`src/rtl/uart_pkg.sv`:
```
// Shared types and constants for the UART transmit-side blocks.
// The arbiter state type and a wrap-around index helper live here.
package uart_pkg;

  localparam int UART_BYTE_W = 8;

  typedef enum logic [1:0] {
    IDLE,
    WAIT_ACT,
    WAIT_DONE,
    WAIT_IDLE
  } arb_state_t;

  // Next index in a ring of n entries.
  function automatic int wrap_inc(input int idx, input int n);
    return (idx + 1 >= n) ? 0 : idx + 1;
  endfunction

endpackage

```
`src/rtl/uart_rr_pick.sv`:
```
// Combinational rotating-priority picker: returns the first set request at or
// after i_ptr, wrapping around. Kept generic so an RX dispatcher can reuse it.
module uart_rr_pick #(
  parameter int N  = 4,
  parameter int IW = $clog2(N)
) (
  input  logic [N-1:0]  i_req,
  input  logic [IW-1:0] i_ptr,
  output logic          o_found,
  output logic [IW-1:0] o_idx
);

  int w_j;

  // Scan from the farthest offset down so the nearest hit is written last.
  always_comb begin
    o_found = 1'b0;
    o_idx   = '0;
    w_j     = 0;
    for (int k = N - 1; k >= 0; k--) begin
      w_j = int'(i_ptr) + k;
      if (w_j >= N) w_j = w_j - N;
      if (i_req[IW'(w_j)]) begin
        o_found = 1'b1;
        o_idx   = IW'(w_j);
      end
    end
  end

endmodule

```
`src/rtl/uart_tx_arbiter.sv`:
```
// Round-robin arbiter with frame locking in front of a single uart_tx.
// Handshake: a byte moves when req_valid[i] and req_ready[i] are both high in one cycle.
module uart_tx_arbiter
  import uart_pkg::*;
#(
  parameter int NUM_REQ      = 4,
  parameter int ID_W         = $clog2(NUM_REQ),
  parameter int LOCK_TIMEOUT = 64
) (
  input  logic                           clk,
  input  logic                           rst_n,
  input  logic [NUM_REQ-1:0]             req_valid,
  input  logic [NUM_REQ*UART_BYTE_W-1:0] req_data,
  input  logic [NUM_REQ-1:0]             req_last,
  output logic [NUM_REQ-1:0]             req_ready,
  output logic                           tx_dv,
  output logic [UART_BYTE_W-1:0]         tx_byte,
  input  logic                           tx_active,
  input  logic                           tx_done,
  output logic [ID_W-1:0]                grant_id,
  output logic                           locked,
  output logic                           byte_sent,
  output logic                           lock_err
);

  localparam logic [7:0] LOCK_MAX = 8'(LOCK_TIMEOUT - 1);

  arb_state_t             r_state, w_state_next;
  logic [ID_W-1:0]        r_ptr, r_grant_id;
  logic [ID_W-1:0]        w_pick_idx, w_win;
  logic                   r_locked, r_tx_dv, r_byte_sent, r_lock_err;
  logic [UART_BYTE_W-1:0] r_tx_byte, w_win_data;
  logic [7:0]             r_lock_cnt;
  logic                   w_pick_found, w_win_valid, w_win_last;
  logic                   w_accept, w_lock_idle, w_timeout;

  uart_rr_pick #(
    .N  (NUM_REQ),
    .IW (ID_W)
  ) u_pick (
    .i_req   (req_valid),
    .i_ptr   (r_ptr),
    .o_found (w_pick_found),
    .o_idx   (w_pick_idx)
  );

  // While a frame is open only the owner is a candidate.
  always_comb begin
    w_win       = r_locked ? r_grant_id : w_pick_idx;
    w_win_valid = r_locked ? req_valid[r_grant_id] : w_pick_found;
    w_win_data  = '0;
    w_win_last  = 1'b0;
    for (int i = 0; i < NUM_REQ; i++) begin
      if (w_win == ID_W'(i)) begin
        w_win_data = req_data[i*UART_BYTE_W +: UART_BYTE_W];
        w_win_last = req_last[i];
      end
    end
    // Transmitter must be fully back in its wait state before a new tx_dv.
    w_accept    = rst_n && (r_state == IDLE) && w_win_valid && !tx_active && !tx_done;
    w_lock_idle = (r_state == IDLE) && r_locked && !req_valid[r_grant_id];
    w_timeout   = w_lock_idle && (r_lock_cnt == LOCK_MAX);
    req_ready   = '0;
    for (int i = 0; i < NUM_REQ; i++) begin
      req_ready[i] = w_accept && (w_win == ID_W'(i));
    end
  end

  always_comb begin
    w_state_next = r_state;
    case (r_state)
      IDLE:      if (w_accept)   w_state_next = WAIT_ACT;
      WAIT_ACT:  if (tx_active)  w_state_next = WAIT_DONE;
      WAIT_DONE: if (tx_done)    w_state_next = WAIT_IDLE;
      WAIT_IDLE: if (!tx_done)   w_state_next = IDLE;
      default:                   w_state_next = IDLE;
    endcase
  end

  always_ff @(posedge clk) begin
    if (!rst_n) begin
      r_state     <= IDLE;
      r_tx_dv     <= 1'b0;
      r_tx_byte   <= '0;
      r_grant_id  <= '0;
      r_locked    <= 1'b0;
      r_byte_sent <= 1'b0;
      r_lock_err  <= 1'b0;
      r_ptr       <= '0;
      r_lock_cnt  <= '0;
    end else begin
      r_state     <= w_state_next;
      r_tx_dv     <= w_accept;
      r_byte_sent <= (r_state == WAIT_DONE) && tx_done;
      r_lock_err  <= w_timeout;
      if (w_accept) begin
        r_tx_byte  <= w_win_data;
        r_grant_id <= w_win;
        r_locked   <= ~w_win_last;
        r_lock_cnt <= '0;
        if (w_win_last) r_ptr <= ID_W'(wrap_inc(int'(w_win), NUM_REQ));
      end else if (w_timeout) begin
        r_locked   <= 1'b0;
        r_lock_cnt <= '0;
        r_ptr      <= ID_W'(wrap_inc(int'(r_grant_id), NUM_REQ));
      end else if (w_lock_idle) begin
        r_lock_cnt <= r_lock_cnt + 8'd1;
      end
    end
  end

  assign tx_dv     = r_tx_dv;
  assign tx_byte   = r_tx_byte;
  assign grant_id  = r_grant_id;
  assign locked    = r_locked;
  assign byte_sent = r_byte_sent;
  assign lock_err  = r_lock_err;

endmodule

```
`config.mk`:
```
export PLATFORM = sky130hd
export DESIGN_NAME = uart_tx_arbiter
export DESIGN_NICKNAME = d
export VERILOG_FILES = /design/src/rtl/uart_pkg.sv /design/src/rtl/uart_rr_pick.sv /design/src/rtl/uart_tx_arbiter.sv
export SDC_FILE = /design/constraint.sdc
export NUM_CORES = 1
export LEC_CHECK = 0
export ABC_CLOCK_PERIOD_IN_PS = 2800
export BUFFER_PORTS_ARGS = -buffer_cell sky130_fd_sc_hd__buf_2
export CORE_ASPECT_RATIO = 1.5
export CORE_MARGIN = 2
export CORE_UTILIZATION = 35
export DETAILED_ROUTE_END_ITERATION = 8
export GPL_ROUTABILITY_DRIVEN = 0
export PLACE_DENSITY_LB_ADDON = 0.15
export SYNTH_ARGS = -nofsm -noshare
export SYNTH_HDL_FRONTEND = slang
export SYNTH_SLANG_ARGS = --single-unit
```
`constraint.sdc`:
```
create_clock -name clk -period 2.8 [get_ports clk]
set_input_delay 0.28 -clock clk [delete_from_list [all_inputs] [get_ports clk]]
set_output_delay 0.28 -clock clk [all_outputs]
set_load 0.005 [all_outputs]
```
# Yosys cells after proc, flatten, opt, wreduce, memory -nomap -nowiden
# Index checks and enable logic that the tools add are counted.
# Widths: inputs -> output; s select.
# word_totals
regBits	26
latchBits	0
mem_bits_rw	0
romBits	0
in_bits	44
out_inout_bits	18
elab_cells	113
mem_count	0
# op_classes
n_addsub	10
n_mul	0
div	0
n_lt_le_gt_ge	11
eq_ne	12
n_shift	0
muxes	48
n_bitwise	2
reduce_logical	21
# ops
op	count
$mux 2	18
$mux 8	4
$mux 1	20
$lt 2x4->1 const B	4
$ge 3x3->1 const B	5
$logic_and 1x1->1	12
$bmux 1 s2	5
$ne 2x2->1 const B	5
$add 2x1->3 const B	3
$add 8x1->8 const B	1
$eq 2x2->1 const B	4
$eq 8x6->1 const B	1
$pmux 2 s4	1
$sub 2x1->2 const B	4
$add 2x2->3 const B	2
$eq 2x1->1 const B	2
$logic_not 2->1	2
$reduce_and 4->1	1
$ge 2x3->1 const B	1
$logic_not 1->1	3
$lt 2x3->1 const B	1
$reduce_or 3->1	1
$not 1->1	2
$reduce_and 2->1	1
$reduce_bool 2->1	1

# Longest topological paths before layout
# depth
depth_word	18
ltp_mapped	12
ltp_nobuf	11

# Cells and area by module
# A second synthesis with hierarchy kept.
# hier_totals
cells_unflattened	204
hier_area_um2	1687.9
# by_module_without_submodules
mod	n_inst	cells_each	area_each_um2	seq_area_each_um2
uart_tx_arbiter	1	191	1610.3	520.5
uart_rr_pick	1	13	77.6	0.0

# Worst setup path before layout
# OpenSTA, ideal clock, no wires.
# synth_path
path_kind	flip-flop to flip-flop
from	register r_ptr[0]
to	register r_ptr[1]
setup_ps	119
t_arrival_ps	2211
required_time_ps	2681
setup_slack_ps	471
stages_incl_launch_ff	11
path_buffers	1
period_less_slack_ps	2329
cell_sequence	dfxtp_1 -> a21oi_1 -> a2bb2oi_1 -> o31a_1 -> ha_1 -> clkbuf_1 -> nor2b_1 -> a221o_1 -> a22oi_1 -> mux2i_1 -> o221a_2
# synth_via
elab_chain_len	18
elab_cells_between_ends	56
cone_classes	8 x add/sub; 5 x order compare; 4 x eq/ne; 33 x mux; 6 x reduce/logical
# synth_lines
element	line_no	source
start: declaration	uart_tx_arbiter.sv:29	logic [ID_W-1:0] r_ptr, r_grant_id;
start signal: assignment	uart_tx_arbiter.sv:101	if (w_win_last) r_ptr <= ID_W'(wrap_inc(int'(w_win), NUM_REQ));
start signal: assignment	uart_tx_arbiter.sv:105	r_ptr <= ID_W'(wrap_inc(int'(r_grant_id), NUM_REQ));
branches (longest 18 deep; another with $add 2x2->3)	n/a	
# Parallel ways; which one is timed is not known. The select of a mux whose other input is x is not followed.
# A chain may end at the register's enable or synchronous reset.

# Final worst setup path
# layout_path
from	register r_state[0]
to	output port req_ready[3]
# layout_via
elab_chain_len	6
# layout_lines
element	line_no	source
start: declaration	uart_tx_arbiter.sv:28	arb_state_t r_state, w_state_next;
start signal: assignment	uart_tx_arbiter.sv:92	r_state <= w_state_next;
$logic_not 2->1	uart_tx_arbiter.sv:60	w_accept = rst_n && (r_state == IDLE) && w_win_valid && !tx_active && !tx_done;
$logic_and 1x1->1 (4 in a row)	uart_tx_arbiter.sv:60	
$logic_and 1x1->1	uart_tx_arbiter.sv:65	req_ready[i] = w_accept && (w_win == ID_W'(i));
end: declaration	uart_tx_arbiter.sv:15	output logic [NUM_REQ-1:0] req_ready,
# Every way passes these cells.

==> flow_results.org <==
** GRT
- Entering global routing, the biggest net connects 29 pins.
- Met3 Resource Use GR :: 2.03%
- The first global-routing pass estimated 6.53 mm of wire.
- Grt met2 use :: 30.7%
- Global routing used 15.8% of the available tracks across all layers.
- For this run, global-route usage on met1 was measured as 17.2%.
- Via count of the first global-routing pass :: roughly 1600
- In this run the most used layer during global routing was met2.
- The total overflow left after global routing is 0.
- Antenna violations before repair :: 0

** Timing
- Based on the critical path, the design can be clocked at up to 402 MHz.
- For the final routed database, the setup TNS stands at 0 ns.
- Hold_ws :: between 0.2 and 0.3 ns
- Slew at the pin closest to its max-slew limit :: 0.459 ns
- The worst pin sits at a relative slew slack of 69.4%.
- Final critical path time including I/O delays and setup :: between 2 and 2.5 ns
- Count of endpoints failing hold in the final timing report :: 0
- On the final layout, the worst clock skew is 0.00769 ns.
- The final critical path takes up 88.9% of the cycle.
- The count of pins over their slew limit came to 0.
- Setup repair after global routing missed its margin :: no
- Setup violations remaining at the end of the flow were counted as 0.

** Die
- The floorplan has 30 rows.
- Std-Cell Core Area :: around 4600 um2
- Measured along the y axis, the die boundary spans 89.0 um.
- Pin placement for this block handled 62 I/O pins.
- The floorplan step set the die width to a little over 60 um.
- For this configuration, the core starts out at a cell density of 36.8%.
- Area of the die :: 5390 um2

** Hold path
- Type of the worst min-delay path :: in -> reg
- Hold path start :: tx_done

** Setup path
- The worst setup path is captured at an output pin.
- The worst register-to-register path begins at r_ptr[1].
- CP max stage cell :: sky130_fd_sc_hd__nor4bb_1
- The worst setup path is of the reg -> out kind.
- Kind of start point of the critical path :: register
- Crit path required time :: ~2.5 ns
- In this run the worst setup path begins at r_state[0].
- Worst endpoint data arrival time :: about 2.2 ns
- In this run the worst path has a maximum fanout of 28.
- CP Cell Sequence :: inv_1 -> ha_1 -> nor4bb_1 -> o21ai_2 -> nor2_1 -> buf_12 -> and2_1 -> buf_2
- CP peak stage delay :: 0.41 ns

** Clocking
- The cell sitting at the root of the clock tree is a sky130_fd_sc_hd__clkbuf_8.
- The longest clock path from root to sink contains 2 buffers.
- Post-CTS sizing :: 0
- Clock insertion delay at the later pin of the skew report :: 0.27 ns
- Buffer count from post-CTS setup fixing :: 0
- For this design, the sink count on the clock tree is 26.
- Buffers inserted during clock tree synthesis total 3.
- H-tree depth :: 1
- CTS tree :: built
- Hold repair after CTS inserted 0 buffers.
- Clock transition at the registers of the reported paths :: 0.10 ns

** Power
- VDD IR-drop max :: 0.271 mV
- For this design the ratio of total power to cell area is about 530 nW/um2.
- The analysis attributes to cell leakage a power of between 0.9 and 1 nW.

** Finish
- At the end of the flow, the number of nets in the layout was 311.
- Fraction of layout cells with a size suffix above 1 :: 31.8%
- Summing all flip-flop and latch instances after layout gives 520 um2.
- Relative to the synthesized area, the layout overhead comes to 26.3%.
- The repair_antennas step left the layout with diodes totalling 0.
- Leaving out fill and tap cells, the most frequent cell in the layout is sky130_fd_sc_hd__buf_2.
- In the layout the commonest cells are 61 x sky130_fd_sc_hd__buf_2, 26 x sky130_fd_sc_hd__dfxtp_1, 20 x sky130_fd_sc_hd__a21oi_1.
- Summing all multi-input logic gate instances after layout gives 1060 um2.
- Fill count :: 503

** Synth
- Netlist cell types :: 41
- Post-Synthesis Net Count :: 252
- Sorting the synthesized cells by area gives the leading types as sky130_fd_sc_hd__dfxtp_1 31%, sky130_fd_sc_hd__ha_1 8.2%, sky130_fd_sc_hd__a21oi_1 5.9%.
- Most instantiated flip-flop cell in the synthesis netlist :: sky130_fd_sc_hd__dfxtp_1
- Counting flops with an async set or reset pin after synthesis yields a share of 0%.
- The cell area that synthesis handed to floorplanning was 1680 um2.
- Library cell occupying the most area in the post-synthesis netlist :: sky130_fd_sc_hd__dfxtp_1
- In the synthesized netlist, the number of instances is approximately 200.
- For this run, the number of Yosys warnings is 0.
- Yosys reg bits :: 26
- Area share of the largest cell type after synthesis :: ~30%
- The synthesized design contains 0 enable-type register cells.
- Share of synthesized area occupied by flip-flops and latches :: 30.9%
- A synthesized cell averages roughly 8.5 um2.

** Route
- DRC violation count after routing :: 0
- Dividing the detail-routed wire length by the instance count gives 12.4 um.
- Total Wirelength :: 3.96 mm
- Per-cell via count in the routed design :: 4.93
- Count of vias placed by the detailed router :: 1574
- Drt initial violations :: 66
- Detail Route Antenna Nets :: 0
- For this run, the detailed router's first-pass iteration total came to 4.

** Flow run
- Across the run, the number of max-cap violations was 0.

** Place
- Summed over all nets, the half-perimeter wirelength after detailed placement is 3.15 mm.
- Port-buffer cells :: 61

** Outcome
- Status :: completed
==> kinds of logic after synthesis <==
logic type | after synthesis | synth area share (%)
AND/OR/NAND/NOR | 69 | 23.0
multiplexers | 9 | 5.72
XOR/XNOR | 7 | 3.64
adder cells (fa/ha/maj) | 11 | 8.17
buffers and inverters | 23 | 6.24
AO/OA/AOI/OAI | 52 | 22.3
flip-flops | 26 | 30.9
==> worst max-delay path, delay by kind of cell (launching register included) <==
family	cells	cell delay [ns]
AO/OA/AOI/OAI	1	0.11
adder cells (fa/ha/maj)	1	0.20
AND/OR/NAND/NOR	3	0.83
buffers and inverters	3	0.43
flip-flops	1	0.35
==> final timing paths <==
path / slack, ns / cells after the start / end
max reg2reg: 0.35 / 10 / r_ptr[1]
min: 0.28 / 2 / byte_sent
min reg2reg: 0.51 / 2 / r_state[0]
max: 0.31 / 8 / req_ready[3]
==> area by class of cell <==
cell class              count  share of cell area [%]
inverters                  11                    1.94
flip-flops and latches     26                    24.5
clock buffers               3                    1.94
well taps                  64                    3.76
clock inverters             1                    1.41
multi-input cells         148                    49.8
repair buffers             66                    16.7
==> cell usage after synthesis, drive strengths merged, types with 4 or more instances <==
| library cell | number |
|---|---|
| a221oi | 8 |
| mux2i | 7 |
| nor3 | 9 |
| clkbuf | 7 |
| xor2 | 6 |
| ha | 11 |
| inv | 11 |
| a21oi | 20 |
| nor2b | 16 |
| dfxtp | 26 |
| nand2 | 8 |
| and3 | 4 |
| buf | 5 |
| nor2 | 16 |
| o21ai | 10 |
| and2 | 4 |
==> power breakdown <==
| part | internal (mW) | switching [mW] | leakage (nW) |
|---|---|---|---|
| sequential | 0.402 | 0.0279 | 0.211 |
| combinational | 0.181 | 0.203 | 0.732 |
| clock | 0.191 | 0.119 | 0.0357 |
| total | 0.774 | 0.350 | 0.979 |
==> stage by stage <==
step | area [um2] | utilization (%) | setup slack [ns] | power, mW | cells
floorplan | 1680 | - | 0.471 | 0.709 | 197
global placement | 2060 | 44.9 | 0.348 | 0.829 | 315
detailed placement | 2060 | 44.9 | 0.315 | 0.830 | 315
CTS | 2130 | 46.4 | 0.217 | 1.14 | 319
global route | 2130 | 46.4 | 0.111 | 1.21 | 319
finish | 2130 | 46.4 | 0.310 | 1.12 | 319
==> registers in the layout, indices dropped and copies added, names as in the netlist <==
signal and count:
byte_sent 1, locked 1, tx_byte 8, r_state 2, r_ptr 2, grant_id 2
tx_dv 1, r_lock_cnt 8, lock_err 1
==> metal layers <==
| layer | part of all wire [%] | vias to the layer above |
|---|---|---|
| met5 | 0 | - |
| met4 | 0.71 | 0 |
| met3 | 3.6 | 2 |
| met2 | 53 | 36 |
| met1 | 42 | 718 |
| li1 | - | 818 |
(Power assumes the default switching activity.)
